`src/rtl/selfdestruct_seq_if.sv`:
```
// ---------------------------------------------------------------------------
// selfdestruct_seq_if
//
// Purpose: bundles the switch inputs, tick strobe and display/detonation
// outputs of the self-destruct sequencer into one port.
//
// Signals:
//   tick         1  one-cycle 1 Hz strobe (to sequencer)
//   in_combat    1  debounced combat switch; low disarms (to sequencer)
//   danger       1  debounced hazard switch (to sequencer)
//   damaged      1  debounced hazard switch (to sequencer)
//   immobilized  1  debounced hazard switch (to sequencer)
//   abort_req    1  abort request level (to sequencer, SELFDESTRUCT_ABORT_EN)
//   abort_ack    1  one-cycle abort acknowledge (from sequencer, SELFDESTRUCT_ABORT_EN)
//   state        3  FSM state encoding (from sequencer)
//   cnt          4  countdown value (from sequencer)
//   leds         4  LED drive (from sequencer)
//   boom         1  one-cycle detonation pulse (from sequencer)
//
// Modports:
//   master - the side driving the switches and tick (testbench / switch logic)
//   slave  - the sequencer itself
//
// Configuration macro: SELFDESTRUCT_ABORT_EN adds abort_req / abort_ack.
// ---------------------------------------------------------------------------
interface selfdestruct_seq_if;
  logic       tick;
  logic       in_combat;
  logic       danger;
  logic       damaged;
  logic       immobilized;
`ifdef SELFDESTRUCT_ABORT_EN
  logic       abort_req;
  logic       abort_ack;
`endif
  logic [2:0] state;
  logic [3:0] cnt;
  logic [3:0] leds;
  logic       boom;

  modport master (
`ifdef SELFDESTRUCT_ABORT_EN
    output abort_req,
    input  abort_ack,
`endif
    output tick,
    output in_combat,
    output danger,
    output damaged,
    output immobilized,
    input  state,
    input  cnt,
    input  leds,
    input  boom
  );

  modport slave (
`ifdef SELFDESTRUCT_ABORT_EN
    input  abort_req,
    output abort_ack,
`endif
    input  tick,
    input  in_combat,
    input  danger,
    input  damaged,
    input  immobilized,
    output state,
    output cnt,
    output leds,
    output boom
  );
endinterface

```
`src/rtl/selfdestruct_seq.sv`:
```
// ---------------------------------------------------------------------------
// selfdestruct_seq
//
// Purpose: sequencing controller for the self-destruct countdown. Votes the
// three hazard switches 2-of-3 into a registered threat flag, arms after the
// threat persists for ARM_TICKS ticks, counts 0..COUNT_MAX on 1 Hz ticks and
// then latches a terminal DETONATED state that lights every LED. Runs on the
// main clock; tick is an enable strobe, not a clock.
//
// Parameters:
//   COUNT_MAX  last countdown value before detonation (<= 14; 4'hF is
//              reserved for the detonated display)
//   ARM_TICKS  consecutive ticks of sustained threat needed to arm (1..15)
//
// Ports:
//   clk    main clock, all logic on posedge
//   reset  synchronous active-high reset, dominates every other input
//   bus    selfdestruct_seq_if.slave: switches, tick, state/cnt/leds/boom
//          (and abort_req/abort_ack when the abort feature is built)
//
// Configuration macro: SELFDESTRUCT_ABORT_EN enables the ABORTED state and
// the abort_req/abort_ack signals. Without it only in_combat or reset can
// stop a countdown and encoding 4 is never produced.
// ---------------------------------------------------------------------------
module selfdestruct_seq #(
  parameter int COUNT_MAX = 10,
  parameter int ARM_TICKS = 3
) (
  input  logic              clk,
  input  logic              reset,
  selfdestruct_seq_if.slave bus
);

  typedef enum logic [2:0] {
    S_IDLE      = 3'd0,
    S_ARMING    = 3'd1,
    S_COUNTING  = 3'd2,
    S_DETONATED = 3'd3,
    S_ABORTED   = 3'd4
  } state_t;

  localparam logic [3:0] CNT_LAST = 4'(COUNT_MAX);
  localparam logic [3:0] ARM_LAST = 4'(ARM_TICKS - 1);

  state_t     r_state;
  logic [3:0] r_cnt;
  logic [3:0] r_arm_cnt;
  logic       r_threat_q;
  logic [3:0] r_leds;
  logic       r_boom;
  logic       r_abort_ack;

  state_t     w_state_next;
  logic [3:0] w_cnt_next;
  logic [3:0] w_arm_cnt_next;
  logic [3:0] w_leds_next;
  logic       w_boom_next;
  logic       w_abort_ack_next;
  logic       w_vote;
  logic       w_abort;

  // 2-of-3 majority of the hazard switches
  assign w_vote = (bus.danger & bus.damaged) |
                  (bus.danger & bus.immobilized) |
                  (bus.damaged & bus.immobilized);

`ifdef SELFDESTRUCT_ABORT_EN
  assign w_abort = bus.abort_req;
`else
  assign w_abort = 1'b0;
`endif

  // Next-state / next-output logic
  always_comb begin
    w_state_next     = r_state;
    w_cnt_next       = r_cnt;
    w_arm_cnt_next   = r_arm_cnt;
    w_boom_next      = 1'b0;
    w_abort_ack_next = 1'b0;

    case (r_state)
      S_IDLE: begin
        // tick is deliberately ignored here, so a tick coinciding with
        // the arming transition is never counted
        if (bus.in_combat && r_threat_q) begin
          w_state_next   = S_ARMING;
          w_arm_cnt_next = 4'd0;
        end
      end

      S_ARMING: begin
        if (!bus.in_combat || !r_threat_q) begin
          w_state_next   = S_IDLE;
          w_arm_cnt_next = 4'd0;
        end else if (w_abort) begin
          w_state_next     = S_ABORTED;
          w_abort_ack_next = 1'b1;
        end else if (bus.tick) begin
          if (r_arm_cnt == ARM_LAST) begin
            w_state_next   = S_COUNTING;
            w_cnt_next     = 4'd0;
            w_arm_cnt_next = 4'd0;
          end else begin
            w_arm_cnt_next = r_arm_cnt + 4'd1;
          end
        end
      end

      S_COUNTING: begin
        // Threat loss does not stop a committed countdown; only the combat
        // switch (or abort) does.
        if (!bus.in_combat) begin
          w_state_next = S_IDLE;
          w_cnt_next   = 4'd0;
        end else if (w_abort) begin
          w_state_next     = S_ABORTED;
          w_abort_ack_next = 1'b1;
        end else if (bus.tick) begin
          if (r_cnt == CNT_LAST) begin
            w_state_next = S_DETONATED;
            w_boom_next  = 1'b1;
          end else begin
            w_cnt_next = r_cnt + 4'd1;
          end
        end
      end

      S_DETONATED: begin
        // absorbing; only reset leaves
        w_cnt_next = CNT_LAST;
      end

`ifdef SELFDESTRUCT_ABORT_EN
      S_ABORTED: begin
        // cnt held until the combat switch is released
        if (!bus.in_combat) begin
          w_state_next = S_IDLE;
          w_cnt_next   = 4'd0;
        end
      end
`endif

      default: begin
        // unused encodings recover to IDLE
        w_state_next   = S_IDLE;
        w_cnt_next     = 4'd0;
        w_arm_cnt_next = 4'd0;
      end
    endcase

    // LEDs show the count, or all-on once detonated (4'hF never a count)
    w_leds_next = (w_state_next == S_DETONATED) ? 4'hF : w_cnt_next;
  end

  always_ff @(posedge clk) begin
    if (reset) begin
      r_state     <= S_IDLE;
      r_cnt       <= 4'd0;
      r_arm_cnt   <= 4'd0;
      r_threat_q  <= 1'b0;
      r_leds      <= 4'd0;
      r_boom      <= 1'b0;
      r_abort_ack <= 1'b0;
    end else begin
      r_state     <= w_state_next;
      r_cnt       <= w_cnt_next;
      r_arm_cnt   <= w_arm_cnt_next;
      r_threat_q  <= w_vote;
      r_leds      <= w_leds_next;
      r_boom      <= w_boom_next;
      r_abort_ack <= w_abort_ack_next;
    end
  end

  assign bus.state = r_state;
  assign bus.cnt   = r_cnt;
  assign bus.leds  = r_leds;
  assign bus.boom  = r_boom;
`ifdef SELFDESTRUCT_ABORT_EN
  assign bus.abort_ack = r_abort_ack;
`endif

endmodule

```
`src/flat_wrapper.sv`:
```
// flat-port wrapper written by rule: the top's interface ports become plain ports
module selfdestruct_seq_flat 
#(
  parameter int COUNT_MAX = 10,
  parameter int ARM_TICKS = 3
)
  (clk, reset, bus_tick, bus_in_combat, bus_danger, bus_damaged, bus_immobilized, bus_state, bus_cnt, bus_leds, bus_boom);
  selfdestruct_seq_if bus_i ();
  input  logic clk;
  input  logic reset;
  input wire logic [$bits(bus_i.tick)-1:0] bus_tick;
  input wire logic [$bits(bus_i.in_combat)-1:0] bus_in_combat;
  input wire logic [$bits(bus_i.danger)-1:0] bus_danger;
  input wire logic [$bits(bus_i.damaged)-1:0] bus_damaged;
  input wire logic [$bits(bus_i.immobilized)-1:0] bus_immobilized;
  output wire logic [$bits(bus_i.state)-1:0] bus_state;
  output wire logic [$bits(bus_i.cnt)-1:0] bus_cnt;
  output wire logic [$bits(bus_i.leds)-1:0] bus_leds;
  output wire logic [$bits(bus_i.boom)-1:0] bus_boom;
  assign bus_i.tick = bus_tick;
  assign bus_i.in_combat = bus_in_combat;
  assign bus_i.danger = bus_danger;
  assign bus_i.damaged = bus_damaged;
  assign bus_i.immobilized = bus_immobilized;
  assign bus_state = bus_i.state;
  assign bus_cnt = bus_i.cnt;
  assign bus_leds = bus_i.leds;
  assign bus_boom = bus_i.boom;
  selfdestruct_seq #(.COUNT_MAX(COUNT_MAX), .ARM_TICKS(ARM_TICKS)) u_core (.clk(clk), .reset(reset), .bus(bus_i));
endmodule
```
`config.mk`:
```
export PLATFORM = sky130hd
export DESIGN_NAME = selfdestruct_seq_flat
export DESIGN_NICKNAME = d
export VERILOG_FILES = /design/src/rtl/selfdestruct_seq_if.sv /design/src/rtl/selfdestruct_seq.sv /design/src/flat_wrapper.sv
export SDC_FILE = /design/constraint.sdc
export NUM_CORES = 1
export LEC_CHECK = 0
export BUFFER_PORTS_ARGS = -buffer_cell sky130_fd_sc_hd__buf_4
export CORE_MARGIN = 8
export CORE_UTILIZATION = 47
export DETAILED_ROUTE_END_ITERATION = 8
export GPL_ROUTABILITY_DRIVEN = 0
export PLACE_DENSITY = 0.8
export SETUP_SLACK_MARGIN = 0.1
export SLEW_MARGIN = 0
export SYNTH_ARGS = -nofsm -noshare
export SYNTH_HDL_FRONTEND = slang
export SYNTH_SLANG_ARGS = --single-unit
```
`constraint.sdc`:
```
create_clock -name clk -period 1.4 [get_ports clk]
set_input_delay 0 -clock clk [delete_from_list [all_inputs] [get_ports clk]]
set_output_delay 0 -clock clk [all_outputs]
set_load 0.03 [all_outputs]
```
## Word level (Yosys, flattened, before mapping)

Index checks and enable logic that the tools add are counted.

| word-level totals | value |
|---|---|
| register bits after elaboration | 17 |
| bits of input ports | 7 |

| operators by class | value |
|---|---|
| add/sub/neg operators | 2 |
| eq/ne operators | 8 |
| mux-type cells | 22 |
| bitwise operators | 9 |
| reduce and logical (&&, ||, !) cells | 8 |

Operators with widths:

| operator | count |
|---|---|
| two-way mux 4 bit | 11 |
| two-way mux 3 bit | 7 |
| case mux 4 bit (4 select lines) | 1 |
| case mux 3 bit (4 select lines) | 1 |
| case mux 4 bit (3 select lines) | 1 |
| == test 3 x 2 -> 1 bit (second input constant) | 3 |
| adder 4 x 1 -> 4 bit (second input constant) | 2 |
| == test 4 x 2 -> 1 bit (second input constant) | 1 |
| == test 4 bit (second input constant) | 1 |
| NOT 1 bit | 4 |
| OR reduction 4 bit | 1 |
| bitwise AND 1 bit | 3 |
| == test 3 x 1 -> 1 bit (second input constant) | 1 |
| zero test 3 bit | 1 |
| != test 3 x 2 -> 1 bit (second input constant) | 1 |
| AND reduction 3 bit | 1 |
| zero test 1 bit | 2 |
| != test 2 x 1 -> 1 bit (second input constant) | 1 |
| bitwise OR 1 bit | 2 |
| OR reduction 2 bit | 1 |
| logical AND 1 bit | 1 |
| logical OR 1 bit | 1 |
| two-way mux 1 bit | 1 |

## Depth between registers and ports, before layout

| logic depth | value |
|---|---|
| depth in word-level cells | 7 |
| mapped depth | 6 |
| mapped depth without buffers | 6 |

## Worst setup path after synthesis

No wires, ideal clock.

| timing path | value |
|---|---|
| path kind | flip-flop to flip-flop |
| start | register u_core.r_state[0], in the netlist u_core.bus.state[0] |
| end | register u_core.r_leds[0], in the netlist u_core.bus.leds[0] |
| library setup time | 119 ps |
| arrival time | 1434 ps |
| data required time | 1281 ps |
| setup slack | -154 ps |
| cell stages (with the launch flop) | 6 |
| path buffers | 1 |
| cells stage by stage | dfxtp_1 -> buf_6 -> and4bb_4 -> and3_1 -> o221a_2 -> o21bai_1 |

| between the ends | value |
|---|---|
| cells in the longest elaborated chain, start to end | 6 |
| elaborated cells on any way between the ends | 15 |

RTL lines:

| element | line | source |
|---|---|---|
| start, declared | selfdestruct_seq.sv:45 | `state_t r_state;` |
| start signal, assigned | selfdestruct_seq.sv:165 | `r_state <= w_state_next;` |
| two-way mux 3 bit, on equally long branches | selfdestruct_seq.sv:119, selfdestruct_seq.sv:99 |  |
| two-way mux 3 bit, on equally long branches | selfdestruct_seq.sv:118, selfdestruct_seq.sv:98 |  |
| two-way mux 3 bit, on equally long branches | selfdestruct_seq.sv:112, selfdestruct_seq.sv:92 |  |
| case mux 3 bit (4 select lines) | selfdestruct_seq.sv:81 | `case (r_state)` |
| == test 3 x 2 -> 1 bit | selfdestruct_seq.sv:152 | `w_leds_next = (w_state_next == S_DETONATED) ? 4'hF : w_cnt_next;` |
| two-way mux 4 bit (*) | selfdestruct_seq.sv:152 |  |
| end signal, assigned | selfdestruct_seq.sv:169 | `r_leds <= w_leds_next;` |
| end, declared | selfdestruct_seq.sv:49 | `logic [3:0] r_leds;` |

Every way passes the cells marked *; elsewhere a longest branch is shown, timed or not.
A chain may end at the register's enable or synchronous reset.

## Worst setup path in the final report

| timing path | value |
|---|---|
| start | register u_core.r_arm_cnt[0] |
| end | register u_core.r_leds[0], in the netlist u_core.bus.leds[0] |

| between the ends | value |
|---|---|
| cells in the longest elaborated chain, start to end | 7 |
| elaborated cells on any way between the ends | 11 |

RTL lines:

| element | line | source |
|---|---|---|
| start, declared | selfdestruct_seq.sv:47 | `logic [3:0] r_arm_cnt;` |
| start signal, assigned | selfdestruct_seq.sv:167 | `r_arm_cnt <= w_arm_cnt_next;` |
| == test 4 x 2 -> 1 bit (*) | selfdestruct_seq.sv:99 | `if (r_arm_cnt == ARM_LAST) begin` |
| two-way mux 3 bit | selfdestruct_seq.sv:99 |  |
| two-way mux 3 bit | selfdestruct_seq.sv:98 | `end else if (bus.tick) begin` |
| two-way mux 3 bit | selfdestruct_seq.sv:92 | `if (!bus.in_combat \|\| !r_threat_q) begin` |
| case mux 3 bit (4 select lines) | selfdestruct_seq.sv:81 |  |
| == test 3 x 2 -> 1 bit | selfdestruct_seq.sv:152 |  |
| two-way mux 4 bit (*) | selfdestruct_seq.sv:152 |  |

Marked as above.

==> reports/summary.txt <==
I/O Buffers -> 18
area leader, netlist -> dfxtp_1
Initial DRC Count -> 42
Startpoint Class -> register
layout cells sized above 1 -> 0.449
CTS Buf Count -> 3
total number of H-tree levels -> 1
dpl cell area -> 1120 sq um
initial antenna violation count -> 0
Arr. time, crit path -> 1.64 ns
Post-DP HPWL -> 1.55 mm
failing checks -> setup timing
Slowest cell on crit path -> dfxtp_2
n_diodes -> 0
CTS sink cnt -> 17
Root Driver -> clkbuf_4
Syn Area/Cell -> 9.26 sq um
Yosys top cell area share -> 0.375
CTS tree -> done
Post-Synthesis Cells -> 98
starting density of the core -> 0.482
fin crit period -> 1.45 ns
remaining antenna violation count -> 0
DIE AREA -> 3590 sq um
CTS clk-pin slew, worst paths -> 0.10 ns
largest net degree at the start of global routing -> 16
CP max stage delay -> 0.34 ns
Inst Count DP -> 144
DRT Pass-1 Iters -> 4
syn nets -> 109
status -> complete, but fails checks
worst path buffer plus inverter count -> 1
io pins -> 19
post-synth cell types -> 39
Hold Crit Class -> in -> reg
crit path max fanout -> 4
Final Cell Area -> 1270 sq um
grt total ovfl -> 0
Area Overhead vs Synth -> 39.7%
core area -> 1880 sq um
via count -> 877
first-pass GRT wire length -> 3.51 mm
critical path cell sequence -> inv_2 -> ha_4 -> nor3b_4 -> a211oi_4 -> o221a_2 -> o21bai_1
synth top area cells -> dfxtp_1 38%, ha_1 5.5%, a31oi_1 4.8%
CP endpoint kind -> register
setup ws final -> -0.0488 ns
#FFs+latches synth -> 17
Critical Path RT -> 1.59 ns
Peak VDD IR -> 0.456 mV
Final period util -> 1.03
final slew viol count -> 0
nets -> 139
Site Rows -> 16
Pleak -> 0.495 nW
Tot GR Track Use -> 0.129
clock skew -> 0.00440 ns
vias in the first global route -> 788
CTS max path bufs -> 2
Via density -> 5.69
Final Non-Filler Cells -> 154
sequential area share after synthesis -> 0.375
Synth Warn # -> 0
worst-skew pair later-pin latency -> 0.29 ns
final wirelength -> 2.36 mm
RSZ-0062 raised after global routing -> true
pwr/cell area -> 654 nW/um^2
die height -> 59.9 um
Final Hold Viols -> 0
Final setup viols -> 3
Top delay family on crit path -> compound AO/OA/AOI/OAI gates
Avg WL per Cell -> 15.3 um
maxcap violations -> 0
Remaining DRCs -> 0
area of the mapped netlist -> 907 sq um
DIE WIDTH -> 59.9 um
Max Freq -> 690 MHz
WS Path Type -> reg -> reg
## synthesized netlist by cell type
master,number
dfxtp_1,17
nor2_1,6
buf_2,1
a21o_2,1
and4bb_1,2
a311oi_2,1
buf_6,2
and2_1,3
and3b_1,1
nand3b_1,4
nand4b_1,1
nand4bb_1,1
inv_1,3
or2_2,1
o21ai_0,3
o21bai_1,1
and3_1,1
nand2_1,8
ha_1,4
and4bb_4,1
nor2b_1,1
nand3_1,4
nor4_1,1
or2_1,1
or3_1,1
o221a_2,1
nand4_1,2
o21ai_1,3
o31ai_1,3
and4_4,1
a22oi_1,2
a21oi_1,2
a211oi_2,1
a21bo_2,1
clkbuf_1,2
a31oi_1,7
conb_1,1
nor3b_4,1
o41ai_1,1
## final cells by class
type                    instances  area [sq um]
repair buffers                 30           235
well taps                      27          33.8
fillers                       170           614
clock inverters                 1          5.00
clock buffers                   3          22.5
inverters                       3          11.3
multi-input cells              73           598
flip-flops and latches         17           362
## worst min-delay path: cells and delay by family
kind            cells  cell delay, ns
buf+inv             1            0.08
compound gates      2            0.18
## cells by family (layout without fill, tap and decap cells)
| logic type | after synthesis | count (layout) | synth area share |
|---|---|---|---|
| buffers and inverters | 8 | 37 | 0.0510 |
| other | 1 | 1 | 0.00413 |
| AO/OA/AOI/OAI | 27 | 27 | 0.215 |
| AND/OR/NAND/NOR | 41 | 41 | 0.299 |
| flip-flops | 17 | 17 | 0.375 |
| adder cells (fa/ha/maj) | 4 | 4 | 0.0552 |
## metrics by stage
| step | hold WS (ns) | setup WS (ns) | util | setup TNS (ns) | total power, mW |
|---|---|---|---|---|---|
| after floorplan | 0.140 | 0.0315 | - | 0 | 0.535 |
| after global placement | 0.252 | 0.0132 | 0.596 | 0 | 0.556 |
| after detailed placement | 0.263 | -0.0269 | 0.596 | -0.0269 | 0.558 |
| after CTS | 0.0181 | -0.0226 | 0.642 | -0.0226 | 0.827 |
| after global routing | 0.0270 | -0.0855 | 0.674 | -0.463 | 0.857 |
| final | 0.00280 | -0.0488 | 0.674 | -0.0717 | 0.829 |
## final timing paths
path                              end                start  cells past startpoint  slack (ns)
setup reg to reg   u_core.bus.leds[0]  u_core.r_arm_cnt[0]                      6       -0.05
hold / removal      u_core.r_threat_q           bus_danger                      3       0.003
hold reg to reg   u_core.r_arm_cnt[3]  u_core.r_arm_cnt[3]                      1        0.56
setup / recovery   u_core.bus.leds[0]  u_core.r_arm_cnt[0]                      6       -0.05
## layer usage
metal	track usage	share of wire	up-vias
li1	-	-	423
met1	0.145	0.42	424
met2	0.212	0.51	26
met3	0.0452	0.061	4
met4	0.0612	0.010	0
met5	0	0	-
## flip-flops by register name, summed over array words and instances (netlist names)
signal and cells:
u_core.bus.boom 1, u_core.bus.cnt 4, u_core.bus.leds 4, u_core.bus.state 3, u_core.r_arm_cnt 4, u_core.r_threat_q 1
## report_power, final
group	switching [mW]	internal [mW]	total, mW
Combinational	0.0379	0.0377	0.0756
Sequential	0.00940	0.479	0.488
Clock	0.159	0.106	0.265
## timing repair
action,4_1_cts,5_1_grt
hold buffers,4,0
pin swaps,3,6
hold endpoints to repair,5,0
setup buffers,1,1
gates resized for setup,2,8
setup endpoints to repair,11,13
## cell usage in the layout, fill, tap and decap left out, drive strengths merged, types with 4 or more instances in the layout
cell type | netlist | routed
nand3 | 4 | 4
a31oi | 7 | 7
nand2 | 8 | 8
dfxtp | 17 | 17
dlygate4sd3 | 0 | 4
nand3b | 4 | 4
o21ai | 6 | 6
nor2 | 6 | 6
buf | 3 | 26
ha | 4 | 4
(Power assumes the default switching activity.)
